[src/rtl/but_pkg.sv]
// Shared constants for the complex butterfly pipeline: counter width and
// the encoding of the per-beat scale control.
package but_pkg;

  localparam int unsigned SAT_CNT_W = 16;

  typedef enum logic {
    SCL_NONE = 1'b0,
    SCL_HALF = 1'b1
  } scl_e;

endpackage

[src/rtl/but_sat.sv]
// Signed saturating narrower: clamps an IN_W-bit value into OUT_W bits and
// reports whether clamping happened.
module but_sat #(
  parameter int unsigned IN_W  = 9,
  parameter int unsigned OUT_W = 8
) (
  input  logic signed [IN_W-1:0]  din,
  output logic signed [OUT_W-1:0] dout,
  output logic                    clamp
);

  logic fits;

  always_comb begin
    // Value fits when every bit from the output sign position upward matches the sign.
    fits  = (din[IN_W-1:OUT_W-1] == {(IN_W-OUT_W+1){din[IN_W-1]}});
    clamp = !fits;
    if (fits)
      dout = din[OUT_W-1:0];
    else if (din[IN_W-1])
      dout = {1'b1, {(OUT_W-1){1'b0}}};
    else
      dout = {1'b0, {(OUT_W-1){1'b1}}};
  end

endmodule

[src/rtl/but_cplx_pipe.sv]
// Two-stage complex butterfly (a+b, a-b) with optional halving, output
// saturation, valid/ready flow control and sticky saturation statistics.
module but_cplx_pipe
  import but_pkg::*;
#(
  parameter int unsigned IN_W  = 8,
  parameter int unsigned OUT_W = 8
) (
  input  logic                        clk,
  input  logic                        rst_n,
  input  logic                        in_valid,
  output logic                        in_ready,
  input  logic signed [IN_W-1:0]      in_a_r,
  input  logic signed [IN_W-1:0]      in_a_i,
  input  logic signed [IN_W-1:0]      in_b_r,
  input  logic signed [IN_W-1:0]      in_b_i,
  input  logic                        in_scl,
  output logic                        out_valid,
  input  logic                        out_ready,
  output logic signed [OUT_W-1:0]     out_p_r,
  output logic signed [OUT_W-1:0]     out_p_i,
  output logic signed [OUT_W-1:0]     out_n_r,
  output logic signed [OUT_W-1:0]     out_n_i,
  output logic                        ovf,
  input  logic                        ovf_clr,
  output logic [SAT_CNT_W-1:0]        sat_cnt
);

  localparam int unsigned SW = IN_W + 1;

  logic                 s1_full;
  logic signed [SW-1:0] s1_pr, s1_pi, s1_nr, s1_ni;
  scl_e                 s1_scl;

  logic signed [SW-1:0] sum_r, sum_i, dif_r, dif_i;
  logic signed [SW-1:0] sh_pr, sh_pi, sh_nr, sh_ni;
  logic signed [OUT_W-1:0] st_pr, st_pi, st_nr, st_ni;
  logic [3:0]           clamp;
  logic                 s2_sat;
  logic                 s2_adv;
  logic                 deliver;

  assign s2_adv   = !out_valid || out_ready;
  assign in_ready = !s1_full || s2_adv;
  assign deliver  = out_valid && out_ready;

  always_comb begin
    sum_r = {in_a_r[IN_W-1], in_a_r} + {in_b_r[IN_W-1], in_b_r};
    sum_i = {in_a_i[IN_W-1], in_a_i} + {in_b_i[IN_W-1], in_b_i};
    dif_r = {in_a_r[IN_W-1], in_a_r} - {in_b_r[IN_W-1], in_b_r};
    dif_i = {in_a_i[IN_W-1], in_a_i} - {in_b_i[IN_W-1], in_b_i};
  end

  always_ff @(posedge clk or negedge rst_n) begin
    if (!rst_n) begin
      s1_full <= 1'b0;
      s1_pr   <= '0;
      s1_pi   <= '0;
      s1_nr   <= '0;
      s1_ni   <= '0;
      s1_scl  <= SCL_NONE;
    end else if (in_ready) begin
      s1_full <= in_valid;
      if (in_valid) begin
        s1_pr  <= sum_r;
        s1_pi  <= sum_i;
        s1_nr  <= dif_r;
        s1_ni  <= dif_i;
        s1_scl <= scl_e'(in_scl);
      end
    end
  end

  always_comb begin
    sh_pr = (s1_scl == SCL_HALF) ? (s1_pr >>> 1) : s1_pr;
    sh_pi = (s1_scl == SCL_HALF) ? (s1_pi >>> 1) : s1_pi;
    sh_nr = (s1_scl == SCL_HALF) ? (s1_nr >>> 1) : s1_nr;
    sh_ni = (s1_scl == SCL_HALF) ? (s1_ni >>> 1) : s1_ni;
  end

  but_sat #(.IN_W(SW), .OUT_W(OUT_W)) u_sat_pr (.din(sh_pr), .dout(st_pr), .clamp(clamp[0]));
  but_sat #(.IN_W(SW), .OUT_W(OUT_W)) u_sat_pi (.din(sh_pi), .dout(st_pi), .clamp(clamp[1]));
  but_sat #(.IN_W(SW), .OUT_W(OUT_W)) u_sat_nr (.din(sh_nr), .dout(st_nr), .clamp(clamp[2]));
  but_sat #(.IN_W(SW), .OUT_W(OUT_W)) u_sat_ni (.din(sh_ni), .dout(st_ni), .clamp(clamp[3]));

  always_ff @(posedge clk or negedge rst_n) begin
    if (!rst_n) begin
      out_valid <= 1'b0;
      out_p_r   <= '0;
      out_p_i   <= '0;
      out_n_r   <= '0;
      out_n_i   <= '0;
      s2_sat    <= 1'b0;
    end else if (s2_adv) begin
      out_valid <= s1_full;
      if (s1_full) begin
        out_p_r <= st_pr;
        out_p_i <= st_pi;
        out_n_r <= st_nr;
        out_n_i <= st_ni;
        s2_sat  <= |clamp;
      end
    end
  end

  // A saturated delivery outranks a coincident clear: ovf ends at 1, count at 1.
  always_ff @(posedge clk or negedge rst_n) begin
    if (!rst_n) begin
      ovf     <= 1'b0;
      sat_cnt <= '0;
    end else begin
      if (deliver && s2_sat)
        ovf <= 1'b1;
      else if (ovf_clr)
        ovf <= 1'b0;

      if (ovf_clr)
        sat_cnt <= (deliver && s2_sat) ? SAT_CNT_W'(1) : '0;
      else if (deliver && s2_sat && (sat_cnt != '1))
        sat_cnt <= sat_cnt + SAT_CNT_W'(1);
    end
  end

endmodule
[config.mk]
export PLATFORM = sky130hd
export DESIGN_NAME = but_cplx_pipe
export DESIGN_NICKNAME = d
export VERILOG_FILES = /design/src/rtl/but_pkg.sv /design/src/rtl/but_sat.sv /design/src/rtl/but_cplx_pipe.sv
export SDC_FILE = /design/constraint.sdc
export NUM_CORES = 1
export LEC_CHECK = 0
export CORE_UTILIZATION = 35
export DETAILED_ROUTE_END_ITERATION = 8
export GPL_TIMING_DRIVEN = 1
export MAX_ROUTING_LAYER = met4
export SYNTH_ARGS = -nofsm -noshare
export SYNTH_HDL_FRONTEND = slang
export SYNTH_HIERARCHICAL = 1
export SYNTH_SLANG_ARGS = --single-unit
[constraint.sdc]
create_clock -name clk -period 4.2 [get_ports clk]
set_input_delay 0.84 -clock clk [delete_from_list [all_inputs] [get_ports clk]]
set_output_delay 0.84 -clock clk [all_outputs]
set_load 0.05 [all_outputs]
==> Word level (Yosys, flattened, before mapping) <==
Index checks and enable logic that the tools add are counted.
{ "word_totals": {"reg_bits": 89, "input_bits": 38, "out_inout_bits": 51, "wordCells": 57} }
{ "classes": {"n_addsub": 5, "n_eq_ne": 5, "n_mux": 17, "reduce_logical": 16} }
{ "op_table": {"columns": ["operator", "count"], "rows": [
  ["$mux W8", 12],
  ["$mux W16", 2],
  ["$add A8 B8 Y9", 2],
  ["$sub A8 B8 Y9", 2],
  ["$add A16 B1 Y16 const B", 1],
  ["$ne A16 B16 Y1 const B", 1],
  ["$logic_not A1 Y1", 6],
  ["$eq A1 B1 Y1", 4],
  ["$reduce_and A2 Y1", 2],
  ["$reduce_bool A2 Y1", 2],
  ["$reduce_or A4 Y1", 1],
  ["$logic_and A1 B1 Y1", 3],
  ["$mux W1", 3],
  ["$logic_or A1 B1 Y1", 2]
]} }

==> Longest topological paths before layout <==
{ "depth": {"word_depth": 5, "depth_mapped": 8, "ltp_nobuf": 8} }

==> By module <==
Netlist, hierarchy kept.
{ "modules_own_cells": {"columns": ["mod", "instances", "cells_per_inst", "area_each_um2", "seq_area_each_um2"], "rows": [
  ["but_cplx_pipe", 1, 510, 5168.7, 2177.1],
  ["but_sat", 4, 21, 125.1, 0.0]
]} }

==> Worst setup path before layout <==
No wires, ideal clock.
{ "synth_path": {"kind": "input-to-reg", "start": "input in_a_i[0]", "end": "register s1_pi[6]", "setup_time_ns": 0.124, "arrival_ns": 2.355, "required_ns": 4.076, "slack_ns": 1.721, "stages": 7, "path_buffers": 0, "path_cell_list": "ha_1 fa_1 nor2b_1 o21a_1 o311ai_2 mux2i_1 a211o_1"} }
{ "synth_via": {"elab_chain_len": 1} }
{ "synth_rtl": {"columns": ["element", "line", "source"], "rows": [
  ["start: declaration", "but_cplx_pipe.sv:14", "input logic signed [IN_W-1:0] in_a_i,"],
  ["$add A8 B8 Y9", "but_cplx_pipe.sv:49", "sum_i = {in_a_i[IN_W-1], in_a_i} + {in_b_i[IN_W-1], in_b_i};"],
  ["end signal: assignment", "but_cplx_pipe.sv:66", "s1_pi <= sum_i;"],
  ["end: declaration", "but_cplx_pipe.sv:32", "logic signed [SW-1:0] s1_pr, s1_pi, s1_nr, s1_ni;"]
]} }
No other way between the ends.
A chain may end at the register's enable or synchronous reset.

==> Worst setup path after layout <==
{ "layout_path": {"start": "input out_ready", "end": "output in_ready"} }
{ "layout_via": {"elab_chain_len": 2} }
{ "layout_rtl": {"columns": ["element", "line", "source"], "rows": [
  ["start: declaration", "but_cplx_pipe.sv:19", "input logic out_ready,"],
  ["$logic_or A1 B1 Y1", "but_cplx_pipe.sv:43", "assign s2_adv = !out_valid || out_ready;"],
  ["$logic_or A1 B1 Y1", "but_cplx_pipe.sv:44", "assign in_ready = !s1_full || s2_adv;"],
  ["end: declaration", "but_cplx_pipe.sv:12", "output logic in_ready,"]
]} }
No other way between the ends.

==> impl_metrics.py <==
metrics = {
    "status": {
        "status": "finished clean",
    },
    "worst_setup_path": {
        "cpMostUsedCell": "clkdlybuf4s50_1",
        "slowest_stage": "clkdlybuf4s50_1",
        "critPathCaptureType": "output pin",
        "crit_fanout": 5,
        "timing.rr.end": "out_p_r[6]$_DFFE_PN0P_",
        "r2r_slack_ps": 2110,
        "critPathTopFamily": "buffers and inverters",
        "cp.required_ps": 3360,
        "critPathKind": "in -> out",
        "reg2reg_depth": 7,
        "arrival_ps": 2410,
        "critPathBufInv": 2,
        "startpoint": "out_ready",
        "critPathLaunchType": "primary input",
        "cpPeakStageDelay_ps": 840,
        "path_cells": "clkdlybuf4s50_1 -> nand3b_1 -> clkdlybuf4s50_1",
        "r2r-start": "s1_scl$_DFFE_PN0P_",
    },
    "power": {
        "power_leakage_nw": 3.17,
        "p_switching_mw": 1.55,
        "powerDensity_nw_per_um2": 539,
        "internal-power_mw": 2.24,
        "pwr-share-seq": 0.321,
        "power_mw": 3.79,
        "netSwitchingFraction": 0.409,
        "comb_power_share": 0.465,
        "irDropWorstVdd_mv": 0.246,
        "power_frac_clock": 0.214,
    },
    "cells_and_area": {
        "diodes": 0,
        "fin_util": 0.445,
        "drive_gt1_frac": 0.144,
        "fillers": 1546,
        "nets": 757,
        "area_growth_pct": 24.2,
    },
    "route": {
        "drc_errors": 0,
        "ant_nets": 0,
        "routed_wl_um": 12000,
        "routedWlPerCell_um": 13.4,
        "first_pass_iters": 6,
        "vias_per_cell": 4.79,
        "drt_iter0_markers": 243,
        "vias": 4285,
    },
    "die": {
        "fp.dieH_um": 129,
        "io_pins": 89,
        "row_count": 46,
        "die_x_um": 129,
        "coreArea_sq_um": 15800,
        "die_area_sq_um": 16700,
        "initial_core_util": 0.358,
    },
    "min_path": {
        "worstHoldStart": "s1_full$_DFFE_PN0N_",
        "whs_path_depth": 1,
        "min_to": "out_valid$_DFFE_PN0P_",
        "hold_class": "reg -> reg",
    },
    "clock_tree": {
        "ctsHtreeMaxLevel": 3,
        "cts.path.max_buffers": 2,
        "cts_resized": 0,
        "clkTransAtPathRegs_ps": 60,
        "postCtsHoldBufs": 0,
        "cts_root_buffer": "clkbuf_16",
        "clock_sinks": 87,
        "cts_tree": "done",
        "cts_made_buffers": 9,
        "cts_setup_buffers": 0,
        "clk_latency_ps": 330,
    },
    "global_routing": {
        "grt_max_degree": 63,
        "overflow": 0,
        "grt_usage": 0.158,
        "grt_pass1_vias": 4284,
        "grt_antenna_before_repair": 0,
        "grt_pass1_wl_um": 20400,
    },
    "yosys": {
        "syn_inst": 594,
        "synth_area_leaders": "dfrtp_1 (38%), mux2_2 (12%), ha_1 (9.0%)",
        "ys_warn_count": 6,
        "synth_top_area_share": 0.384,
        "ys.flop_type": "dfrtp_1",
        "synth_commonest_cells": "dfrtp_1 (87), inv_1 (68), mux2_2 (60)",
        "synth.distinct_cells": 56,
        "ys_seq_area_frac": 0.384,
        "synth_seq_cells": 87,
        "yosysMostFrequentCell": "dfrtp_1",
        "async_flop_share": 1.00,
        "syn_area_sq_um": 5670,
        "synth.avg_cell_area_sq_um": 9.54,
        "synth_edf_count": 0,
        "syn_nets": 677,
        "synth_area_leader_cell": "dfrtp_1",
    },
    "sta": {
        "skew_ps": 8.64,
        "timing.setup.tns_ps": 0,
        "finalHoldViolations": 0,
        "drv_slew": 0,
        "fmax_mhz": 308,
        "timing.hold.ws_ps": 489,
        "finalCritPeriodShare": 0.773,
        "slew_headroom": 0.467,
        "finalCriticalPeriod_ps": 3250,
        "setup_violations": 0,
        "rsz0062_at_grt": "false",
        "tightest_slew_ps": 800,
    },
    "flow_run": {
        "cap_violations": 0,
    },
    "placement": {
        "gp_congestion": 0.870,
        "post-dp-hpwl_um": 9250,
        "portBuffers": 88,
    },
}
==> metal layers <==
metal / share of wire / global-route usage / up-vias
li1: - / - / 2179
met1: 0.51 / 0.213 / 2016
met2: 0.45 / 0.247 / 82
met3: 0.030 / 0.0239 / 8
met4: 0.0097 / 0.0457 / 0
met5: 0 / - / -
==> how the worst max path moves through the flow <==
stage	end	slack [ps]	cells past startpoint
floorplan	s1_pi[6]$_DFFE_PN0P_	1720	7
global placement	in_ready	950	3
detailed placement	in_ready	950	3
CTS	in_ready	940	3
global route	in_ready	880	3
finish	in_ready	950	3
==> power groups by stage <==
stage               Clock, mW  Sequential [mW]  Combinational (mW)
finish                  0.811             1.22                1.77
global route            0.865             1.26                1.90
CTS                     0.832             1.23                1.79
detailed placement          0             1.24                1.78
global placement            0             1.23                1.76
floorplan                   0             1.76               0.698
==> layout make-up <==
class	instances	area [sq um]	area share
timing repair buffer	93	928	0.132
clock buffer	10	239	0.0339
clock inverter	6	67.6	0.00960
multi-input combinational	415	3100	0.441
tap	216	270	0.0384
inverter	68	255	0.0363
sequential	87	2180	0.309
==> logic make-up (layout without fill, tap and decap cells) <==
logic type	count (synthesis)	count (layout)	share of synthesized area
compound gates	121	121	0.130
xor+xnor	22	22	0.0340
fa+ha+maj	45	45	0.105
buf+inv	92	177	0.0686
flops	87	87	0.384
mux	64	64	0.126
simple gates	163	163	0.153
==> registers in the layout, indices dropped and copies added, names as in the netlist <==
signal and flops:
s1_ni 8, s1_nr 8, s1_scl 1, ovf 1, s1_pr 9, out_p_r 8, out_p_i 8, out_valid 1
s2_sat 1, out_n_r 8, out_n_i 8, sat_cnt 16, s1_pi 9, s1_full 1
==> through the flow <==
stage               instances  worst slack [ps]  instance area (sq um)
floorplan                 594              1720                   5670
global placement          879               949                   6730
detailed placement        879               946                   6730
CTS                       895               937                   7040
global route              895               881                   7040
finish                    895               954                   7040
==> placed cells by master, fill, tap and decap left out, drive strengths merged, types with 7 or more instances in the layout <==
cell type	instances
a21oi	41
clkbuf	10
clkdlybuf4s50	87
dfrtp	87
ha	41
inv	69
mux2	60
nand2	53
nand2b	14
nand3	8
nor2	30
nor2b	10
nor3	13
o21a	9
o21ai	35
or3	7
xnor2	9
xor2	13
No activity file was read; power rests on OpenSTA's default activity.
